## src/rtl/sdram_frame_scheduler_if.sv

```systemverilog
// Bus bundle between the frame scheduler, the camera/display FWFT FIFOs and the
// SDRAM controller's fpga-side port. The master modport is the scheduler side.
interface sdram_frame_scheduler_if #(
    parameter int unsigned CNT_W = 11
);
    logic [CNT_W-1:0] wr_fifo_level;
    logic [15:0]      wr_fifo_dout;
    logic             wr_fifo_rd_en;
    logic [CNT_W-1:0] rd_fifo_free;
    logic             rd_fifo_wr_en;
    logic [15:0]      rd_fifo_din;
    logic             ctl_ready;
    logic             ctl_rw;
    logic             ctl_rw_en;
    logic [14:0]      ctl_addr;
    logic [15:0]      ctl_wdata;
    logic             ctl_wvalid;
    logic [15:0]      ctl_rdata;
    logic             ctl_rvalid;

    modport master (
        input  wr_fifo_level, wr_fifo_dout, rd_fifo_free,
        input  ctl_ready, ctl_wvalid, ctl_rdata, ctl_rvalid,
        output wr_fifo_rd_en, rd_fifo_wr_en, rd_fifo_din,
        output ctl_rw, ctl_rw_en, ctl_addr, ctl_wdata
    );

    modport slave (
        output wr_fifo_level, wr_fifo_dout, rd_fifo_free,
        output ctl_ready, ctl_wvalid, ctl_rdata, ctl_rvalid,
        input  wr_fifo_rd_en, rd_fifo_wr_en, rd_fifo_din,
        input  ctl_rw, ctl_rw_en, ctl_addr, ctl_wdata
    );
endinterface

```

## src/rtl/sdram_frame_scheduler.sv

```systemverilog
// Arbitrates one full-page SDRAM burst at a time between the camera write path and
// the display read path, keeping a wrapping page pointer per path.
module sdram_frame_scheduler #(
    parameter int unsigned BURST       = 512,
    parameter int unsigned CNT_W       = 11,
    parameter int unsigned FRAME_PAGES = 600,
    parameter int unsigned BASE_PAGE   = 0,
    parameter int unsigned RD_URGENT   = 1536
) (
    input  logic                            clk,
    input  logic                            rst_n,
    input  logic                            wr_frame_sync,
    input  logic                            rd_frame_sync,
    sdram_frame_scheduler_if.master         bus,
    output logic                            busy
);
    localparam int unsigned PTR_W = $clog2(FRAME_PAGES);
    localparam int unsigned ADDR_W = 15;

    localparam logic [1:0] IDLE       = 2'd0;
    localparam logic [1:0] REQ        = 2'd1;
    localparam logic [1:0] WAIT_START = 2'd2;
    localparam logic [1:0] WAIT_DONE  = 2'd3;

    logic [1:0]        state_q, state_d;
    logic [PTR_W-1:0]  wr_ptr_q, wr_ptr_d;
    logic [PTR_W-1:0]  rd_ptr_q, rd_ptr_d;
    logic              last_grant_q, last_grant_d;
    logic              ctl_rw_q, ctl_rw_d;
    logic              ctl_rw_en_q, ctl_rw_en_d;
    logic [ADDR_W-1:0] ctl_addr_q, ctl_addr_d;
    logic              busy_q, busy_d;
    logic              wr_pend_q, wr_pend_d;
    logic              rd_pend_q, rd_pend_d;

    logic wr_ok, rd_ok, urgent, grant_rd;
    logic wr_sync_any, rd_sync_any;

    function automatic logic [PTR_W-1:0] next_ptr(input logic [PTR_W-1:0] p);
        return (p == PTR_W'(FRAME_PAGES - 1)) ? '0 : p + PTR_W'(1);
    endfunction

    function automatic logic [ADDR_W-1:0] page_addr(input logic [PTR_W-1:0] p);
        return ADDR_W'(BASE_PAGE + 32'(p));
    endfunction

    assign wr_ok  = bus.wr_fifo_level >= CNT_W'(BURST);
    assign rd_ok  = bus.rd_fifo_free  >= CNT_W'(BURST);
    assign urgent = bus.rd_fifo_free  >= CNT_W'(RD_URGENT);

    assign wr_sync_any = wr_pend_q | wr_frame_sync;
    assign rd_sync_any = rd_pend_q | rd_frame_sync;

    // Next-state, pointer and registered-output logic
    always_comb begin
        state_d      = state_q;
        wr_ptr_d     = wr_ptr_q;
        rd_ptr_d     = rd_ptr_q;
        last_grant_d = last_grant_q;
        ctl_rw_d     = ctl_rw_q;
        ctl_rw_en_d  = 1'b0;
        ctl_addr_d   = ctl_addr_q;
        busy_d       = busy_q;
        wr_pend_d    = wr_pend_q;
        rd_pend_d    = rd_pend_q;
        grant_rd     = 1'b0;

        case (state_q)
            IDLE: begin
                if (wr_frame_sync) wr_ptr_d = '0;
                if (rd_frame_sync) rd_ptr_d = '0;
                if (bus.ctl_ready && (wr_ok || rd_ok)) begin
                    if (urgent && rd_ok)     grant_rd = 1'b1;
                    else if (wr_ok && rd_ok) grant_rd = ~last_grant_q;
                    else                     grant_rd = rd_ok;
                    // A sync arriving with the grant still restarts the frame at page 0
                    ctl_rw_d    = grant_rd;
                    ctl_addr_d  = grant_rd ? page_addr(rd_frame_sync ? '0 : rd_ptr_q)
                                           : page_addr(wr_frame_sync ? '0 : wr_ptr_q);
                    ctl_rw_en_d = 1'b1;
                    busy_d      = 1'b1;
                    state_d     = REQ;
                end
            end
            REQ: begin
                if (wr_frame_sync) wr_ptr_d = '0;
                if (rd_frame_sync) rd_ptr_d = '0;
                state_d = WAIT_START;
            end
            WAIT_START: begin
                wr_pend_d = wr_sync_any;
                rd_pend_d = rd_sync_any;
                if (!bus.ctl_ready) state_d = WAIT_DONE;
            end
            default: begin
                wr_pend_d = wr_sync_any;
                rd_pend_d = rd_sync_any;
                if (bus.ctl_ready) begin
                    // Pending syncs win over the post-burst increment
                    if (ctl_rw_q) begin
                        rd_ptr_d = rd_sync_any ? '0 : next_ptr(rd_ptr_q);
                        if (wr_sync_any) wr_ptr_d = '0;
                    end else begin
                        wr_ptr_d = wr_sync_any ? '0 : next_ptr(wr_ptr_q);
                        if (rd_sync_any) rd_ptr_d = '0;
                    end
                    wr_pend_d    = 1'b0;
                    rd_pend_d    = 1'b0;
                    last_grant_d = ctl_rw_q;
                    busy_d       = 1'b0;
                    state_d      = IDLE;
                end
            end
        endcase
    end

    always_ff @(posedge clk or negedge rst_n) begin
        if (!rst_n) begin
            state_q      <= IDLE;
            wr_ptr_q     <= '0;
            rd_ptr_q     <= '0;
            last_grant_q <= 1'b1;
            ctl_rw_q     <= 1'b0;
            ctl_rw_en_q  <= 1'b0;
            ctl_addr_q   <= '0;
            busy_q       <= 1'b0;
            wr_pend_q    <= 1'b0;
            rd_pend_q    <= 1'b0;
        end else begin
            state_q      <= state_d;
            wr_ptr_q     <= wr_ptr_d;
            rd_ptr_q     <= rd_ptr_d;
            last_grant_q <= last_grant_d;
            ctl_rw_q     <= ctl_rw_d;
            ctl_rw_en_q  <= ctl_rw_en_d;
            ctl_addr_q   <= ctl_addr_d;
            busy_q       <= busy_d;
            wr_pend_q    <= wr_pend_d;
            rd_pend_q    <= rd_pend_d;
        end
    end

    assign bus.ctl_rw    = ctl_rw_q;
    assign bus.ctl_rw_en = ctl_rw_en_q;
    assign bus.ctl_addr  = ctl_addr_q;
    assign busy          = busy_q;

    // Zero-latency data steering between the FIFOs and the controller
    assign bus.wr_fifo_rd_en = bus.ctl_wvalid & ~ctl_rw_q & busy_q;
    assign bus.ctl_wdata     = bus.wr_fifo_dout;
    assign bus.rd_fifo_wr_en = bus.ctl_rvalid & ctl_rw_q & busy_q;
    assign bus.rd_fifo_din   = bus.ctl_rdata;
endmodule
```

## src/flat_wrapper.sv

```systemverilog
// flat-port wrapper written by rule: the top's interface ports become plain ports
module sdram_frame_scheduler_flat 
#(
    parameter int unsigned BURST       = 512,
    parameter int unsigned CNT_W       = 11,
    parameter int unsigned FRAME_PAGES = 600,
    parameter int unsigned BASE_PAGE   = 0,
    parameter int unsigned RD_URGENT   = 1536
)
  (clk, rst_n, wr_frame_sync, rd_frame_sync, busy, bus_wr_fifo_level, bus_wr_fifo_dout, bus_rd_fifo_free, bus_ctl_ready, bus_ctl_wvalid, bus_ctl_rdata, bus_ctl_rvalid, bus_wr_fifo_rd_en, bus_rd_fifo_wr_en, bus_rd_fifo_din, bus_ctl_rw, bus_ctl_rw_en, bus_ctl_addr, bus_ctl_wdata);
  sdram_frame_scheduler_if #(.CNT_W(CNT_W)) bus_i ();
  input  logic clk;
  input  logic rst_n;
  input  logic wr_frame_sync;
  input  logic rd_frame_sync;
  output logic busy;
  input wire logic [$bits(bus_i.wr_fifo_level)-1:0] bus_wr_fifo_level;
  input wire logic [$bits(bus_i.wr_fifo_dout)-1:0] bus_wr_fifo_dout;
  input wire logic [$bits(bus_i.rd_fifo_free)-1:0] bus_rd_fifo_free;
  input wire logic [$bits(bus_i.ctl_ready)-1:0] bus_ctl_ready;
  input wire logic [$bits(bus_i.ctl_wvalid)-1:0] bus_ctl_wvalid;
  input wire logic [$bits(bus_i.ctl_rdata)-1:0] bus_ctl_rdata;
  input wire logic [$bits(bus_i.ctl_rvalid)-1:0] bus_ctl_rvalid;
  output wire logic [$bits(bus_i.wr_fifo_rd_en)-1:0] bus_wr_fifo_rd_en;
  output wire logic [$bits(bus_i.rd_fifo_wr_en)-1:0] bus_rd_fifo_wr_en;
  output wire logic [$bits(bus_i.rd_fifo_din)-1:0] bus_rd_fifo_din;
  output wire logic [$bits(bus_i.ctl_rw)-1:0] bus_ctl_rw;
  output wire logic [$bits(bus_i.ctl_rw_en)-1:0] bus_ctl_rw_en;
  output wire logic [$bits(bus_i.ctl_addr)-1:0] bus_ctl_addr;
  output wire logic [$bits(bus_i.ctl_wdata)-1:0] bus_ctl_wdata;
  assign bus_i.wr_fifo_level = bus_wr_fifo_level;
  assign bus_i.wr_fifo_dout = bus_wr_fifo_dout;
  assign bus_i.rd_fifo_free = bus_rd_fifo_free;
  assign bus_i.ctl_ready = bus_ctl_ready;
  assign bus_i.ctl_wvalid = bus_ctl_wvalid;
  assign bus_i.ctl_rdata = bus_ctl_rdata;
  assign bus_i.ctl_rvalid = bus_ctl_rvalid;
  assign bus_wr_fifo_rd_en = bus_i.wr_fifo_rd_en;
  assign bus_rd_fifo_wr_en = bus_i.rd_fifo_wr_en;
  assign bus_rd_fifo_din = bus_i.rd_fifo_din;
  assign bus_ctl_rw = bus_i.ctl_rw;
  assign bus_ctl_rw_en = bus_i.ctl_rw_en;
  assign bus_ctl_addr = bus_i.ctl_addr;
  assign bus_ctl_wdata = bus_i.ctl_wdata;
  sdram_frame_scheduler #(.BURST(BURST), .CNT_W(CNT_W), .FRAME_PAGES(FRAME_PAGES), .BASE_PAGE(BASE_PAGE), .RD_URGENT(RD_URGENT)) u_core (.clk(clk), .rst_n(rst_n), .wr_frame_sync(wr_frame_sync), .rd_frame_sync(rd_frame_sync), .bus(bus_i), .busy(busy));
endmodule
```

## config.mk

```make
export PLATFORM = sky130hd
export DESIGN_NAME = sdram_frame_scheduler_flat
export DESIGN_NICKNAME = d
export VERILOG_FILES = /design/src/rtl/sdram_frame_scheduler_if.sv /design/src/rtl/sdram_frame_scheduler.sv /design/src/flat_wrapper.sv
export SDC_FILE = /design/constraint.sdc
export NUM_CORES = 1
export LEC_CHECK = 0
export CORE_UTILIZATION = 30
export CTS_BUF_LIST = sky130_fd_sc_hd__clkbuf_2
export DETAILED_ROUTE_END_ITERATION = 6
export MAX_ROUTING_LAYER = met4
export PLACE_DENSITY = 0.63
export SYNTH_ARGS = -nofsm -noshare
export SYNTH_HDL_FRONTEND = slang
export SYNTH_SLANG_ARGS = --single-unit
```

## constraint.sdc

```tcl
create_clock -name clk -period 3.05 [get_ports clk]
set_input_delay 0.61 -clock clk [delete_from_list [all_inputs] [get_ports clk]]
set_output_delay 0.61 -clock clk [all_outputs]
set_load 0.1 [all_outputs]
```

Yosys cells after proc, flatten, opt, wreduce, memory -nomap -nowiden
Index checks and enable logic that the tools add are counted.
{ "op_classes": {"addsub": 2, "multipliers": 0, "div": 0, "order_cmp": 3, "eq_ne": 7, "n_shift": 0, "muxes": 32, "bitwise_logic": 11, "reduce_logical": 18} }
{ "ops": {"columns": ["operator", "n"], "rows": [
  ["two-way mux 10 bit", 13],
  ["case mux 10 bit (2 select lines)", 2],
  ["greater-or-equal comparator 11 x 10 -> 1 bit (second input constant)", 2],
  ["adder 10 x 1 -> 10 bit (second input constant)", 2],
  ["equality test 10 bit (second input constant)", 2],
  ["AND reduction 3 bit", 4],
  ["greater-or-equal comparator 11 bit (second input constant)", 1],
  ["two-way mux 1 bit", 10],
  ["two-way mux 2 bit", 3],
  ["case mux 1 bit (2 select lines)", 3],
  ["case mux 2 bit (3 select lines)", 1],
  ["NOT 1 bit", 5],
  ["bitwise AND 1 bit", 4],
  ["AND reduction 2 bit", 2],
  ["nonzero test 2 bit", 2],
  ["nonzero test 4 bit", 1],
  ["OR reduction 2 bit", 2],
  ["logical AND 1 bit", 3],
  ["inequality test 3 bit (second input constant)", 1],
  ["nonzero test 3 bit", 1],
  ["OR reduction 3 bit", 1],
  ["equality test 2 x 1 -> 1 bit (second input constant)", 1],
  ["equality test 2 bit (second input constant)", 1],
  ["logical NOT 2 bit", 1],
  ["other kinds (4)", 5]
]} }
{ "totals": {"register_bits": 43, "latchBits": 0, "mem_bits_rw": 0, "romBits": 0, "input_bits": 61, "out_inout_bits": 52, "wordCells": 83, "mem_count": 0} }

Longest topological paths before layout
Gate-level depths: netlist of run 1.
{ "depth": {"depth_word": 7, "mapped_depth": 8, "depth_no_buf": 6} }

Worst setup path before layout of run 1
No wires, ideal clock.
{ "synth_path": {"path_kind": "register -> output", "from": "reg u_core.busy_q (netlist: u_core.busy)", "to": "out bus_wr_fifo_rd_en", "t_arrival_ns": 2.316, "required_ns": 2.440, "setup_slack_ns": 0.124, "path_stages_with_launch": 3, "n_path_buf": 0, "cell_sequence": "dfrtp_1 nand2_1 nor2_1"} }
{ "synth_between": {"elab_chain_len": 1} }
{ "synth_rtl": {"columns": ["item", "line_no", "source"], "rows": [
  ["from (decl)", "sdram_frame_scheduler.sv:32", "logic busy_q, busy_d;"],
  ["from (signal assigned)", "sdram_frame_scheduler.sv:137", "busy_q <= busy_d;"],
  ["bitwise AND 1 bit", "sdram_frame_scheduler.sv:149", "assign bus.wr_fifo_rd_en = bus.ctl_wvalid & ~ctl_rw_q & busy_q;"],
  ["to (decl)", "flat_wrapper.sv:24", "output wire logic [$bits(bus_i.wr_fifo_rd_en)-1:0] bus_wr_fifo_rd_en;"]
]} }
No other way between the ends.

Worst setup path in the final report of run 1
{ "layout_path": {"from": "reg u_core.state_q[0]", "to": "reg u_core.rd_ptr_q[0]"} }
{ "layout_between": {"elab_chain_len": 4, "word_cells_on_any_way": 9, "classes_between": "eq/ne: 2; mux: 1; bitwise: 1; reduce/logical: 5"} }
{ "layout_rtl": {"columns": ["item", "line_no", "source"], "rows": [
  ["from (decl)", "sdram_frame_scheduler.sv:25", "logic [1:0] state_q, state_d;"],
  ["from (signal assigned)", "sdram_frame_scheduler.sv:130", "state_q <= state_d;"],
  ["equality test 2 x 1 -> 1 bit or logical NOT 2 bit (tied branches)", "sdram_frame_scheduler.sv:68", "case (state_q)"],
  ["OR reduction 2 bit (no line)", null, null],
  ["nonzero test 3 bit (no line) or nonzero test 2 bit (tied branches)", null, null],
  ["AND reduction 3 bit (no line)", null, null],
  ["to (signal assigned)", "sdram_frame_scheduler.sv:132", "rd_ptr_q <= rd_ptr_d;"],
  ["to (decl)", "sdram_frame_scheduler.sv:27", "logic [PTR_W-1:0] rd_ptr_q, rd_ptr_d;"]
]} }
Parallel ways exist; a longest one is shown, timed or not.
A chain may end at the register's enable or synchronous reset.

==> results of run 1 <==
-- per-stage QoR --
| stage | cell area [um^2] | setup slack, ns | util, % |
|---|---|---|---|
| floorplan | 2470 | 0.124 | - |
| global placement | 2500 | 0.565 | 32.0 |
| detailed placement | 2500 | 0.559 | 32.0 |
| CTS | 2540 | 0.854 | 32.5 |
| global route | 2540 | 0.618 | 32.5 |
| finish | 2540 | 0.825 | 32.5 |
-- sequential cells by signal (all words and copies together), names as in the netlist --
| signal | count |
|---|---|
| u_core.bus.ctl_addr | 10 |
| u_core.rd_ptr_q | 10 |
| u_core.wr_ptr_q | 10 |
| u_core.state_q | 2 |
| u_core.bus.ctl_rw | 1 |
| u_core.bus.ctl_rw_en | 1 |
| u_core.busy | 1 |
| u_core.last_grant_q | 1 |
| u_core.rd_pend_q | 1 |
| u_core.wr_pend_q | 1 |
-- worst max-delay path by stage --
stage                     slack [ns]         startpoint  cells past startpoint            endpoint
after floorplan                 0.12        u_core.busy                      2   bus_wr_fifo_rd_en
after global placement          0.56      rd_frame_sync                      5  u_core.rd_ptr_q[7]
after detailed placement        0.56      wr_frame_sync                      5  u_core.wr_ptr_q[8]
after CTS                       0.85  u_core.state_q[0]                      6  u_core.rd_ptr_q[6]
after global routing            0.62  u_core.state_q[0]                      6  u_core.rd_ptr_q[0]
final                           0.82  u_core.state_q[0]                      6  u_core.rd_ptr_q[0]
-- cell usage in the layout (no fill, tap or decap), types with 2 or more instances in the layout --
master	n
and3_1	6
a31oi_1	18
and4_1	3
ha_1	6
nor4bb_1	3
conb_1	5
nor4_1	3
dfrtp_1	37
a41oi_1	4
o21ai_0	11
nand2b_1	2
a21oi_1	7
nand4_1	6
or2_1	3
o31ai_1	2
buf_4	19
nor3b_1	2
nand3_1	18
clkdlybuf4s50_1	9
a221o_1	11
nand3b_1	2
nor3_1	3
nor2_1	11
and2_1	10
o211ai_1	3
nand2_1	13
inv_1	5
nor3_4	3
clkbuf_2	5
-- synthesized netlist by cell type (4+ instances only) --
master,instances,area [um^2]
a21oi_1,7,35.0
a221o_1,11,110
a31oi_1,18,113
a41oi_1,4,35.0
and2_1,10,62.6
and3_1,6,37.5
buf_4,39,293
clkbuf_1,6,22.5
dfrtp_1,37,926
ha_1,6,75.1
inv_1,5,18.8
nand2_1,13,48.8
nand3_1,18,90.1
nand4_1,6,37.5
nor2_1,11,41.3
o21ai_0,11,55.1
-- layout make-up --
cell class / count / area [um^2] / area share [%]
clock inverters: 3 / 16.3 / 0.640
clock buffers: 5 / 25.0 / 0.985
inverters: 5 / 18.8 / 0.739
multi-input cells: 172 / 1160 / 45.8
well taps: 102 / 128 / 5.02
flip-flops and latches: 38 / 952 / 37.5
repair buffers: 29 / 238 / 9.36
-- power by group through the flow --
stage                     sequential [uW]  combinational (uW)  clock [uW]
after global routing                  663                 875         263
after global placement                656                 786           0
after floorplan                       803                 674           0
final                                 648                 803         229
after CTS                             649                 803         241
after detailed placement              658                 800           0
-- routing by layer --
| metal | vias up | part of all wire, % |
|---|---|---|
| met1 | 923 | 50 |
| li1 | 917 | - |
| met4 | 0 | 1.2 |
| met2 | 50 | 44 |
| met3 | 12 | 5.1 |
| met5 | - | 0 |
-- cell families after synthesis --
| family | share of synthesized area [%] |
|---|---|
| muxes | 0.917 |
| adders and majority gates | 3.06 |
| and+or+nand+nor | 24.3 |
| buffers and inverters | 14.5 |
| AOI/OAI and AO/OA | 18.3 |
| other | 0.153 |
| DFF | 38.8 |
-- worst max-delay path, cell delays in order, from the launching register on --
cell and delay (ns):
dfrtp_1 0.45, inv_1 0.08, ha_1 0.29, or2_1 0.34
o21bai_1 0.51, nor2_1 0.29, o21ai_0 0.21
==> impl_metrics.json, run 1 <==
{
  "pwr-share-comb_pct": 47.8,
  "wl_mm": 5.34,
  "ant_nets": 0,
  "async_reset_ff_share_pct": 100,
  "cts-hold-fix-buffers": 0,
  "worstMarginPinSlew_ns": 0.855,
  "synth_edf_count": 0,
  "path_max_fanout": 8,
  "wl_per_cell_um": 15.1,
  "layout_min_cycle_time_ns": 2.23,
  "fp.dieH_um": 92.5,
  "cts.sinks": 38,
  "fillCellCount": 823,
  "synth-seq-cells": 38,
  "cts.reportedPaths.clkPinSlew_ns": 0.21,
  "core_area_mm2": 0.00781,
  "rsz0062_at_grt": "false",
  "drt_iter0_markers": 84,
  "max-cap-violations": 0,
  "p_sw_share_pct": 49.1,
  "start_util_pct": 31.4,
  "grt_pass1_vias": 1737,
  "use_met1_pct": 18.8,
  "drive_gt1_share_pct": 15.5,
  "power_switching_uw": 824,
  "syn_area_per_cell_um2": 9.48,
  "cts_tree": "done",
  "clock_latency_ns": 0.40,
  "seqPwrFrac_pct": 38.6,
  "reg2reg_depth": 6,
  "grt_usage_pct": 13.5,
  "synth_cells": 259,
  "route.detailed.drc": 0,
  "finalCritPeriodShare_pct": 73.0,
  "worstPathRequired_ns": 3.38,
  "post_cts_buffers": 0,
  "endpoint_kind": "register",
  "finalSetupTns_ns": 0,
  "grt_pass1_wl_mm": 8.87,
  "finalPower_uw": 1680,
  "gp_congestion": 0.806,
  "fp.dieArea_mm2": 0.00855,
  "critPathKind": "register to register",
  "htree_levels": 2,
  "place_hpwl_mm": 3.79,
  "io_buffers": 25,
  "dieWidth_um": 92.5,
  "yosysSeqAreaShare_pct": 38.8,
  "use_met2_pct": 18.8,
  "finalSetupViolations": 0,
  "hp-class": "input pin to asynchronous set/reset pin",
  "pwr_density_cell_mw_per_mm2": 661,
  "rrSetupSlack_ns": 0.82,
  "synth_cell_types": 48,
  "met3_usage_pct": 3.28,
  "timing.slew.headroom_pct": 43.0,
  "crit_arrival_ns": 2.55,
  "p_clk_share_pct": 13.6,
  "vias": 1902,
  "cts.root.buffer_cell": "clkbuf_2",
  "fmax_mhz": 449,
  "synth_flop_cell": "dfrtp_1",
  "whs_ns": 0.280,
  "finalNetCount": 318,
  "rows": 32,
  "n_antenna_cell": 0,
  "synth_area_mm2": 0.00245,
  "cts_resized": 0,
  "r2r_end": "u_core.rd_ptr_q[0]",
  "r2r-start": "u_core.state_q[0]",
  "skew_ns": 0.0188,
  "status": "complete, no violations",
  "drv_slew": 0,
  "cts_buffer_depth": 2,
  "antenna_found_initial": 0,
  "start_kind": "register",
  "p_int_uw": 855,
  "grt_most_used_layer": "met1",
  "area_delta_synth_final_pct": 3.47,
  "cts_buffers": 5,
  "firstDrtPassIters": 4,
  "grt_start_max_net_pins": 39,
  "synth_warnings": 0,
  "routed_via_density": 5.37,
  "dp.cells": 346,
  "num_io_pins": 113,
  "peakVddDrop_mv": 0.691,
  "final_hold_viol_count": 0,
  "fin_cells": 354,
  "overflow": 0,
  "power.leakage_uw": 0.00110
}
No activity file was read; power rests on OpenSTA's default activity.
==> run 2, diff against run 1 <==
--- a/config.mk
+++ b/config.mk
@@ -9,7 +9,7 @@
 export CTS_BUF_LIST = sky130_fd_sc_hd__clkbuf_2
 export DETAILED_ROUTE_END_ITERATION = 6
 export MAX_ROUTING_LAYER = met4
-export PLACE_DENSITY = 0.63
+export PLACE_DENSITY = 0.66
 export SYNTH_ARGS = -nofsm -noshare
 export SYNTH_HDL_FRONTEND = slang
 export SYNTH_SLANG_ARGS = --single-unit
==> constraint.sdc (replaced) <==
create_clock -name clk -period 1.8 [get_ports clk]
set_input_delay 0.36 -clock clk [delete_from_list [all_inputs] [get_ports clk]]
set_output_delay 0.36 -clock clk [all_outputs]
set_load 0.1 [all_outputs]
==> run 2 against run 1 <==
Effect of this change:
- the run now ends with setup timing left
- core utilization rose by 7.2 points
- sequential cell count unchanged
- final cell count rose by 9.6%
- setup slack worse by 0.84 ns
- clock skew fell by 0.0014 ns
- clock-buffer cell count stayed put
- critical path type unchanged
- largest cell class unchanged
- highest routed layer unchanged
==> impl_metrics.json, run 2 (same netlist as run 1, synthesis figures left out) <==
{
  "overflow": 0,
  "drv_slew": 0,
  "fp.dieH_um": 92.5,
  "rsz0062_at_grt": "true",
  "layout_min_cycle_time_ns": 1.81,
  "dp_slack_ns": -0.358,
  "wl_met3_um": 291,
  "whs_ns": 0.496,
  "fmax_mhz": 551,
  "wl_per_cell_um": 15.3,
  "p_clk_share_pct": 14.6,
  "skew_ns": 0.0175,
  "wl_met1_mm": 2.65,
  "worstMarginPinSlew_ns": 0.503,
  "cts_buffers": 5,
  "area_delta_synth_final_pct": 26.4,
  "drt_iter0_markers": 122,
  "place_area_mm2": 0.00292,
  "layout_commonest_cell": "dfrtp_1",
  "vias": 2076,
  "cts.root.buffer_cell": "clkbuf_2",
  "peakVddDrop_mv": 1.15,
  "finalSetupViolations": 2,
  "seqPwrFrac_pct": 31.5,
  "status": "finished with violations",
  "fillCellCount": 769,
  "timing.slew.headroom_pct": 66.5,
  "p_int_uw": 2030,
  "p_sw_share_pct": 42.7,
  "antenna_found_initial": 0,
  "grt_usage_pct": 15.2,
  "fp.dieArea_mm2": 0.00855,
  "route.detailed.drc": 0,
  "cts_tree": "done",
  "critPathKind": "register to register",
  "start_kind": "register",
  "finalCritPeriodShare_pct": 101,
  "firstDrtPassIters": 4,
  "wl_mm": 5.93,
  "max-cap-violations": 0,
  "htree_levels": 2,
  "ant_nets": 0,
  "grt_pass1_vias": 2023,
  "cts.reportedPaths.clkPinSlew_ns": 0.21,
  "power.leakage_uw": 0.00135,
  "cts_buffer_depth": 2,
  "power_switching_uw": 1510,
  "wl_met2_mm": 2.79,
  "io_buffers": 25,
  "dieWidth_um": 92.5,
  "pwr-share-comb_pct": 53.9,
  "hp-class": "input pin to asynchronous set/reset pin",
  "worstPathRequired_ns": 2.10,
  "most-common-layout-cells": "dfrtp_1, buf_4, a31oi_1, nand3_1, buf_12",
  "grt_pass1_wl_mm": 10.0,
  "rrSetupSlack_ns": -0.01,
  "setup_ws_ns": -0.0140,
  "grt_start_max_net_pins": 39,
  "highest_layer": "met4",
  "finalPower_uw": 3540,
  "start_util_pct": 31.4,
  "core_area_mm2": 0.00781,
  "num_io_pins": 113,
  "gp_congestion": 0.851,
  "routed_via_density": 5.35,
  "rows": 32,
  "crit_arrival_ns": 2.12,
  "endpoint_kind": "register",
  "pwr_density_cell_mw_per_mm2": 1140,
  "final_hold_viol_count": 0,
  "place_hpwl_mm": 4.27,
  "path_max_fanout": 5,
  "cts.sinks": 38,
  "n_antenna_cell": 0,
  "fin_area_mm2": 0.00310,
  "finalNetCount": 353,
  "drive_gt1_share_pct": 29.0,
  "violations": "setup timing",
  "finalSetupTns_ns": -0.0254,
  "clock_latency_ns": 0.41
}
run 2: final timing paths:
kind / from / to / cells past startpoint
worst max-delay path: u_core.state_q[0] / u_core.wr_ptr_q[9] / 6
worst min-delay path: rst_n / u_core.rd_ptr_q[1] / 3
max in group asynchronous: rst_n / u_core.busy / 3
worst min register to register: u_core.wr_ptr_q[8] / u_core.wr_ptr_q[8] / 1
min in group clk: u_core.wr_ptr_q[8] / u_core.wr_ptr_q[8] / 1
worst max register to register: u_core.state_q[0] / u_core.wr_ptr_q[9] / 6
run 2: layout make-up:
cell class	count	area [um^2]	share of cell area (%)
Clock buffer	5	25.0	0.806
Clock inverter	2	33.8	1.09
Inverter	5	18.8	0.605
Multi-Input combinational cell	172	1200	38.7
Sequential cell	38	957	30.8
Tap cell	102	128	4.11
Timing Repair Buffer	64	739	23.8
run 2: power by group through the flow:
stage	Clock, uW	Combinational [uW]	Sequential, uW
after floorplan	0	1160	1380
after global placement	0	1750	1120
after detailed placement	0	1790	1130
after CTS	533	1870	1120
after global routing	565	2040	1140
final	518	1910	1120
run 2: timing repair:
item / in CTS / in global routing
setup endpoints to repair: 27 / 31
endpoints found under the hold margin: 30 / 0
hold buffers: 1 / 0
buffers inserted: 4 / 3
pin swaps: 7 / 4
gates resized for setup: 8 / 3
run 2: worst max-delay path: stages, from the launching register on:
cell and delay (ns):
dfrtp_1 0.45, inv_2 0.07, ha_2 0.21, or2_1 0.25, o21bai_2 0.09, or2_1 0.28, a221o_1 0.36
run 2: metal layers:
metal	track usage, %	vias up
li1	-	980
met1	19.5	1010
met2	23.1	65
met3	2.87	21
met4	7.29	0
met5	-	-
run 2: per-stage QoR:
step                      instances  util, %
after floorplan                 263        -
after CTS                       385     39.0
final                           388     39.7
after detailed placement        373     37.4
after global placement          373     37.4
after global routing            388     39.7
